`config.mk`:
```
export PLATFORM = sky130hd
export DESIGN_NAME = hex_keypad_scanner
export DESIGN_NICKNAME = d
export VERILOG_FILES = /design/src/rtl/hex_keypad_scanner_pkg.sv /design/src/rtl/keypad_row_encoder.sv /design/src/rtl/hex_keypad_scanner.sv
export SDC_FILE = /design/constraint.sdc
export NUM_CORES = 1
export LEC_CHECK = 0
export ABC_AREA = 1
export CAP_MARGIN = 25
export CORE_MARGIN = 1.5
export CORE_UTILIZATION = 50
export CTS_CLUSTER_SIZE = 14
export DETAILED_ROUTE_END_ITERATION = 10
export HOLD_SLACK_MARGIN = 0.12
export PLACE_DENSITY = 0.73
export RECOVER_POWER = 50
export SETUP_SLACK_MARGIN = 0.02
export SLEW_MARGIN = 20
export SYNTH_ARGS = -nofsm -noshare
export SYNTH_HDL_FRONTEND = slang
export SYNTH_SLANG_ARGS = --single-unit
export TNS_END_PERCENT = 50
```
`constraint.sdc`:
```
create_clock -name clk -period 1.6 [get_ports clk]
set_clock_uncertainty 0.1 [all_clocks]
set_input_delay 0.4 -clock clk [delete_from_list [all_inputs] [get_ports clk]]
set_output_delay 0.4 -clock clk [all_outputs]
set_load 0.02 [all_outputs]
```
`src/rtl/hex_keypad_scanner_pkg.sv`:
```
// Shared definitions for the hex keypad scanner: FSM encoding, column patterns and widths.
// Also holds a helper that turns a one-hot active-low column drive into its index.
package hex_keypad_scanner_pkg;

    typedef enum logic [1:0] {
        StScan,
        StDebounce,
        StHeld
    } state_e;

    localparam logic [3:0] COL_IDLE  = 4'b1111;
    localparam logic [3:0] COL_FIRST = 4'b1110;
    localparam int unsigned KEY_W    = 4;
    localparam int unsigned VALUE_W  = 32;

    function automatic logic [1:0] col_index(input logic [3:0] col_n);
        logic [1:0] idx;
        case (col_n)
            4'b1101: idx = 2'd1;
            4'b1011: idx = 2'd2;
            4'b0111: idx = 2'd3;
            default: idx = 2'd0;
        endcase
        return idx;
    endfunction

endpackage

```
`src/rtl/keypad_row_encoder.sv`:
```
// Active-low 4-bit priority encoder: the lowest-index low row wins.
// hit_o is low when no row is pulled low.
module keypad_row_encoder (
    input  logic [3:0] row_n_i,
    output logic       hit_o,
    output logic [1:0] row_idx_o
);

    always_comb begin
        hit_o     = 1'b1;
        row_idx_o = 2'd0;
        if (!row_n_i[0]) begin
            row_idx_o = 2'd0;
        end else if (!row_n_i[1]) begin
            row_idx_o = 2'd1;
        end else if (!row_n_i[2]) begin
            row_idx_o = 2'd2;
        end else if (!row_n_i[3]) begin
            row_idx_o = 2'd3;
        end else begin
            hit_o = 1'b0;
        end
    end

endmodule

```
`src/rtl/hex_keypad_scanner.sv`:
```
// 4x4 hex keypad scanner: drives one column at a time, debounces presses and releases,
// pulses key_valid_o once per press and shifts each code into a 32-bit digit value.
module hex_keypad_scanner
    import hex_keypad_scanner_pkg::*;
#(
    parameter int unsigned CYCLE_PER_COL  = 100000,
    parameter int unsigned DEBOUNCE_SCANS = 4
) (
    input  logic               clk,
    input  logic               rstn,
    input  logic [3:0]         row_n_i,
    output logic [3:0]         col_n_o,
    input  logic               clear_i,
    output logic               key_valid_o,
    output logic [KEY_W-1:0]   key_code_o,
    output logic [VALUE_W-1:0] value_o
);

    localparam int unsigned CntW = $clog2(DEBOUNCE_SCANS + 1);
    localparam logic [CntW-1:0] DebTarget = CntW'(DEBOUNCE_SCANS);
    localparam logic [29:0] TickLast = 30'(CYCLE_PER_COL - 1);

    state_e             state_q, state_d;
    logic [29:0]        tick_cnt_q, tick_cnt_d;
    logic [3:0]         col_q, col_d;
    logic [3:0]         pat_q, pat_d;
    logic [CntW-1:0]    deb_cnt_q, deb_cnt_d;
    logic               key_valid_q, key_valid_d;
    logic [KEY_W-1:0]   key_code_q, key_code_d;
    logic [VALUE_W-1:0] value_q, value_d;

    logic            tick;
    logic            accept;
    logic            row_hit;
    logic [1:0]      row_idx;
    logic [3:0]      col_next;
    logic [CntW-1:0] deb_inc;
    logic [KEY_W-1:0] new_code;

    keypad_row_encoder u_row_enc (
        .row_n_i   (row_n_i),
        .hit_o     (row_hit),
        .row_idx_o (row_idx)
    );

    assign tick     = (tick_cnt_q == TickLast);
    assign col_next = {col_q[2:0], col_q[3]};
    assign deb_inc  = deb_cnt_q + 1'b1;
    assign new_code = {row_idx, col_index(col_q)};

    always_comb begin
        state_d     = state_q;
        tick_cnt_d  = tick ? 30'd0 : tick_cnt_q + 30'd1;
        col_d       = col_q;
        pat_d       = pat_q;
        deb_cnt_d   = deb_cnt_q;
        key_valid_d = 1'b0;
        key_code_d  = key_code_q;
        value_d     = value_q;
        accept      = 1'b0;

        if (tick) begin
            unique case (state_q)
                StScan: begin
                    if (row_hit) begin
                        pat_d     = row_n_i;
                        deb_cnt_d = CntW'(1);
                        if (DebTarget == CntW'(1)) begin
                            accept = 1'b1;
                        end else begin
                            state_d = StDebounce;
                        end
                    end else begin
                        col_d = col_next;
                    end
                end
                StDebounce: begin
                    if (row_n_i == pat_q) begin
                        deb_cnt_d = deb_inc;
                        if (deb_inc == DebTarget) begin
                            accept = 1'b1;
                        end
                    end else begin
                        col_d     = col_next;
                        deb_cnt_d = '0;
                        state_d   = StScan;
                    end
                end
                StHeld: begin
                    // Any low row restarts the release count, so a second key is ignored.
                    if (row_n_i != COL_IDLE) begin
                        deb_cnt_d = '0;
                    end else if (deb_inc == DebTarget) begin
                        deb_cnt_d = '0;
                        col_d     = col_next;
                        state_d   = StScan;
                    end else begin
                        deb_cnt_d = deb_inc;
                    end
                end
                default: state_d = StScan;
            endcase
        end

        if (accept) begin
            key_valid_d = 1'b1;
            key_code_d  = new_code;
            value_d     = {value_q[VALUE_W-KEY_W-1:0], new_code};
            deb_cnt_d   = '0;
            state_d     = StHeld;
        end

        if (clear_i) begin
            value_d = '0;
        end
    end

    always_ff @(posedge clk) begin
        if (!rstn) begin
            state_q     <= StScan;
            tick_cnt_q  <= 30'd0;
            col_q       <= COL_FIRST;
            pat_q       <= COL_IDLE;
            deb_cnt_q   <= '0;
            key_valid_q <= 1'b0;
            key_code_q  <= '0;
            value_q     <= '0;
        end else begin
            state_q     <= state_d;
            tick_cnt_q  <= tick_cnt_d;
            col_q       <= col_d;
            pat_q       <= pat_d;
            deb_cnt_q   <= deb_cnt_d;
            key_valid_q <= key_valid_d;
            key_code_q  <= key_code_d;
            value_q     <= value_d;
        end
    end

    assign col_n_o     = col_q;
    assign key_valid_o = key_valid_q;
    assign key_code_o  = key_code_q;
    assign value_o     = value_q;

endmodule
```
==> impl_results.md, run 1 <==
- Post-synth top area cell: dfxtp_1
- Combinational share of power: 0.045
- Mux share of post-synthesis cell area: 0
- Drc violations: 0
- Static Leak: around 2.3 nW
- Compound-gate portion of the synthesized area: 0.0959
- Hold buffer count at cts: 0
- DR vias: between 4000 and 5000
- Slowest-stage cell, CP: dfxtp_2
- Post-Synth Simple-Gate Area: 0.369
- Clock Pin Slew Worst Setup and Hold Paths: ~90 ps
- Switch Pwr: about 0.92 mW
- Vias in the first global route: 3880
- GR Util All Layers: 0.266
- Synth cell count leaders: nand2_1 (136), dfxtp_1 (80), nor2_1 (72)
- WS Path Type: flip-flop to flip-flop
- Syn_nets: roughly 570
- Synth top area share: 0.404
- F_max: ~570 MHz
- Mapped cell area: slightly below 4000 um^2
- Maxcap violations: 0
- PwrDens: around 610 nW/um^2
- Crit path DAT: a little under 2000 ps
- Worst r2r src: tick_cnt_q[1]$_SDFF_PP0_
- Fin Setup TNS: -5240 ps
- Clk root buf: clkbuf_8
- Crit path time final: ~1800 ps
- Clock latency on the worst-skew pair: around 370 ps
- Crit path from: tick_cnt_q[1]$_SDFF_PP0_
- CTS max path bufs: 2
- Largest net degree at the start of global routing: 33
- Antenna Cells: 0
- Gr ovfl total: 0
- Status: finished, violations left
- Async S/R FF share, synth: 0
- Largest family of logic cells by synthesized area: simple AND/OR/NAND/NOR gates
- Worst path max stage delay: 360 ps
- Fraction of layout cells with a size suffix above 1: 0.346
- Prevailing post-synth register cell: dfxtp_1
- Reg power frac: 0.553
- Initial Utilization: 0.516
- Hold_ws: between 300 and 400 ps
- Die W: just over 90 um
- Die ar.: approximately 8500 um^2
- Worst hold path class: flip-flop to flip-flop
- Req. time, crit path: between 1500 and 2000 ps
- Yosys reg bits: 80
- CP startpoint kind: flip-flop
- Switching Fraction: 0.256
- Crit. End Element: flip-flop
- Internal: approximately 2.7 mW
- Total Wirelength: about 13 mm
- H-tree Lvls: 3
- Sequential cell area fraction in the yosys report: 0.404
- HP Start: key_code_o[0]$_SDFFE_PN0P_
- Max-slew violation count: 0
- Layout Area Growth over Synthesis: 48.7%
- Synth cell types: 40
- Initial DRC count: around 250
- Clock share of power: 0.402
- CTS tree: built
- Final setup viols: 68
- Setup ws final: -159 ps
- Area contributors post-synth: dfxtp_1 (40%), nand2_1 (13%), nand3_1 (8.2%)
- Placed insts: 753
- Routed vias/inst: 5.44
- Gate Count Post-Synth: about 560
- Post-Synth Adder-Cell Area: 0.0221
- Failing checks: setup timing
- Xor/xnor share of the synthesized area: 0.0177
- # port buffers: 47
- CP Cell Sequence: ha_4 -> nand3_4 -> inv_4 -> nand3_4 -> nor2_4 -> nand2_4 -> inv_6 -> buf_12 -> buf_4 -> buf_12 -> nand3_1 -> a21oi_1
- Worst Tran Pin Value: about 380 ps
- CTS buffer count: 9
- Final worst-path cycle share: 1.10
- RSZ-0062 raised after global routing: true
- # IOs: 48
- Synthesis Warnings: 0
- Sink Count: 80
- CP max FO: 5
- Wire length of the first global-routing pass: about 18 mm
- Die height: between 90 and 100 um
- Routed Antenna Nets: 0
- Most frequent cell after synthesis: nand2_1
- Finished Layout Cells: approximately 790
- Detailed placement HPWL: approximately 7.4 mm
- Avg WL per Cell: roughly 16 um
- Number of synthesized flops with an enable pin: 0
- Final hold violations: 0
- Peak supply drop: 0.000705 V
- NumNets Final: about 700
- Post-synthesis average cell area: 7.11 um^2
- Core ar.: 7690 um^2
- First-pass detailed-route iteration total: 7
- Relative slew slack: 0.748
- Num rows: 32
- Initial antenna violation count: 0
- GPL Wtd Cong: approximately 0.92
-- worst max-delay path, delay by kind of cell, from the launching register on --
family                     cells  cell delay [ps]
and+or+nand+nor                5              430
AOI/OAI and AO/OA              1              130
DFF                            1              360
buffers and inverters          5              520
adders and majority gates      1              150
-- per-layer routing --
| metal | global-route usage | vias to the layer above | part of all wire |
|---|---|---|---|
| li1 | - | 2072 | - |
| met1 | 0.335 | 2025 | 0.41 |
| met2 | 0.455 | 182 | 0.51 |
| met3 | 0.0506 | 32 | 0.059 |
| met4 | 0.0897 | 0 | 0.027 |
| met5 | 0 | - | 0 |
-- logic make-up after synthesis --
| logic type | after synthesis |
|---|---|
| compound gates | 72 |
| fa+ha+maj | 7 |
| xor+xnor | 8 |
| flops | 80 |
| buf+inv | 71 |
| simple gates | 320 |
-- final cells by class --
class,count,area [um^2]
multi-input combinational,407,2520
inverter,54,215
tap,102,128
clock inverter,6,52.6
timing repair buffer,133,1220
fill,516,1790
clock buffer,10,138
sequential,80,1630
-- worst paths after layout --
check | endpoint | slack, ps | cells past startpoint
worst max-delay path | value_o[5]$_SDFFE_PP0P_ | -160 | 12
worst min-delay path | key_code_o[0]$_SDFFE_PN0P_ | 380 | 2
worst max register to register | value_o[5]$_SDFFE_PP0P_ | -160 | 12
worst min register to register | key_code_o[0]$_SDFFE_PN0P_ | 380 | 2
-- timing repair --
action                                  in CTS  in global routing
endpoints found under the setup margin     105                107
pin swaps                                   19                 47
buffers inserted                             5                 10
gates resized for setup                     89                150
cloned                                       5                  3
-- cell usage in the layout, fill, tap and decap left out, types with 7 or more instances in the layout --
master | Yosys | final
nand3_2 | 4 | 21
buf_12 | 1 | 9
nand3_4 | 1 | 14
a21oi_1 | 56 | 30
nand4_1 | 9 | 9
clkbuf_2 | 0 | 7
dfxtp_1 | 80 | 66
buf_4 | 0 | 62
nor2_1 | 72 | 59
nand2_1 | 136 | 130
dfxtp_2 | 0 | 11
nor2_2 | 5 | 14
inv_1 | 47 | 43
inv_2 | 6 | 7
dlygate4sd2_1 | 0 | 19
nand3_1 | 65 | 35
nor2_4 | 3 | 7
a21oi_2 | 0 | 26
clkbuf_1 | 4 | 19
nor3_1 | 10 | 8
clkbuf_8 | 0 | 10
buf_6 | 7 | 7
-- sequential cells by signal (all words and copies together) (netlist names) --
name / cells
col_n_o: 4
deb_cnt_q: 3
key_code_o: 4
key_valid_o: 1
pat_q: 4
state_q: 2
tick_cnt_q: 30
value_o: 32
-- power groups by stage --
| stage | clock network [mW] | logic [mW] | registers (mW) |
|---|---|---|---|
| final | 1.45 | 0.163 | 2.00 |
| after global routing | 1.55 | 0.176 | 2.00 |
| after CTS | 1.44 | 0.133 | 2.00 |
| after detailed placement | 0 | 0.134 | 2.05 |
| after global placement | 0 | 0.132 | 2.05 |
| after floorplan | 0 | 0.0611 | 2.05 |
-- through the flow --
stage / power (mW) / utilization / instance area [um^2] / setup WS [ps]
after global routing: 3.73 / 0.767 / 5900 / -249
after detailed placement: 2.18 / 0.650 / 5000 / -536
after floorplan: 2.11 / - / 4010 / 32.4
final: 3.61 / 0.767 / 5900 / -159
after global placement: 2.18 / 0.650 / 5000 / -471
after CTS: 3.58 / 0.711 / 5470 / -142
(Power assumes the default switching activity.)
==> inputs of run 2 (changes only) <==
--- a/config.mk
+++ b/config.mk
@@ -6,7 +6,7 @@
 export NUM_CORES = 1
 export LEC_CHECK = 0
 export ABC_AREA = 1
-export CAP_MARGIN = 25
+export CAP_MARGIN = 20
 export CORE_MARGIN = 1.5
 export CORE_UTILIZATION = 50
 export CTS_CLUSTER_SIZE = 14
==> results of run 2 <==
No change in the layout: final DEF, timing and power equal those of run 1.
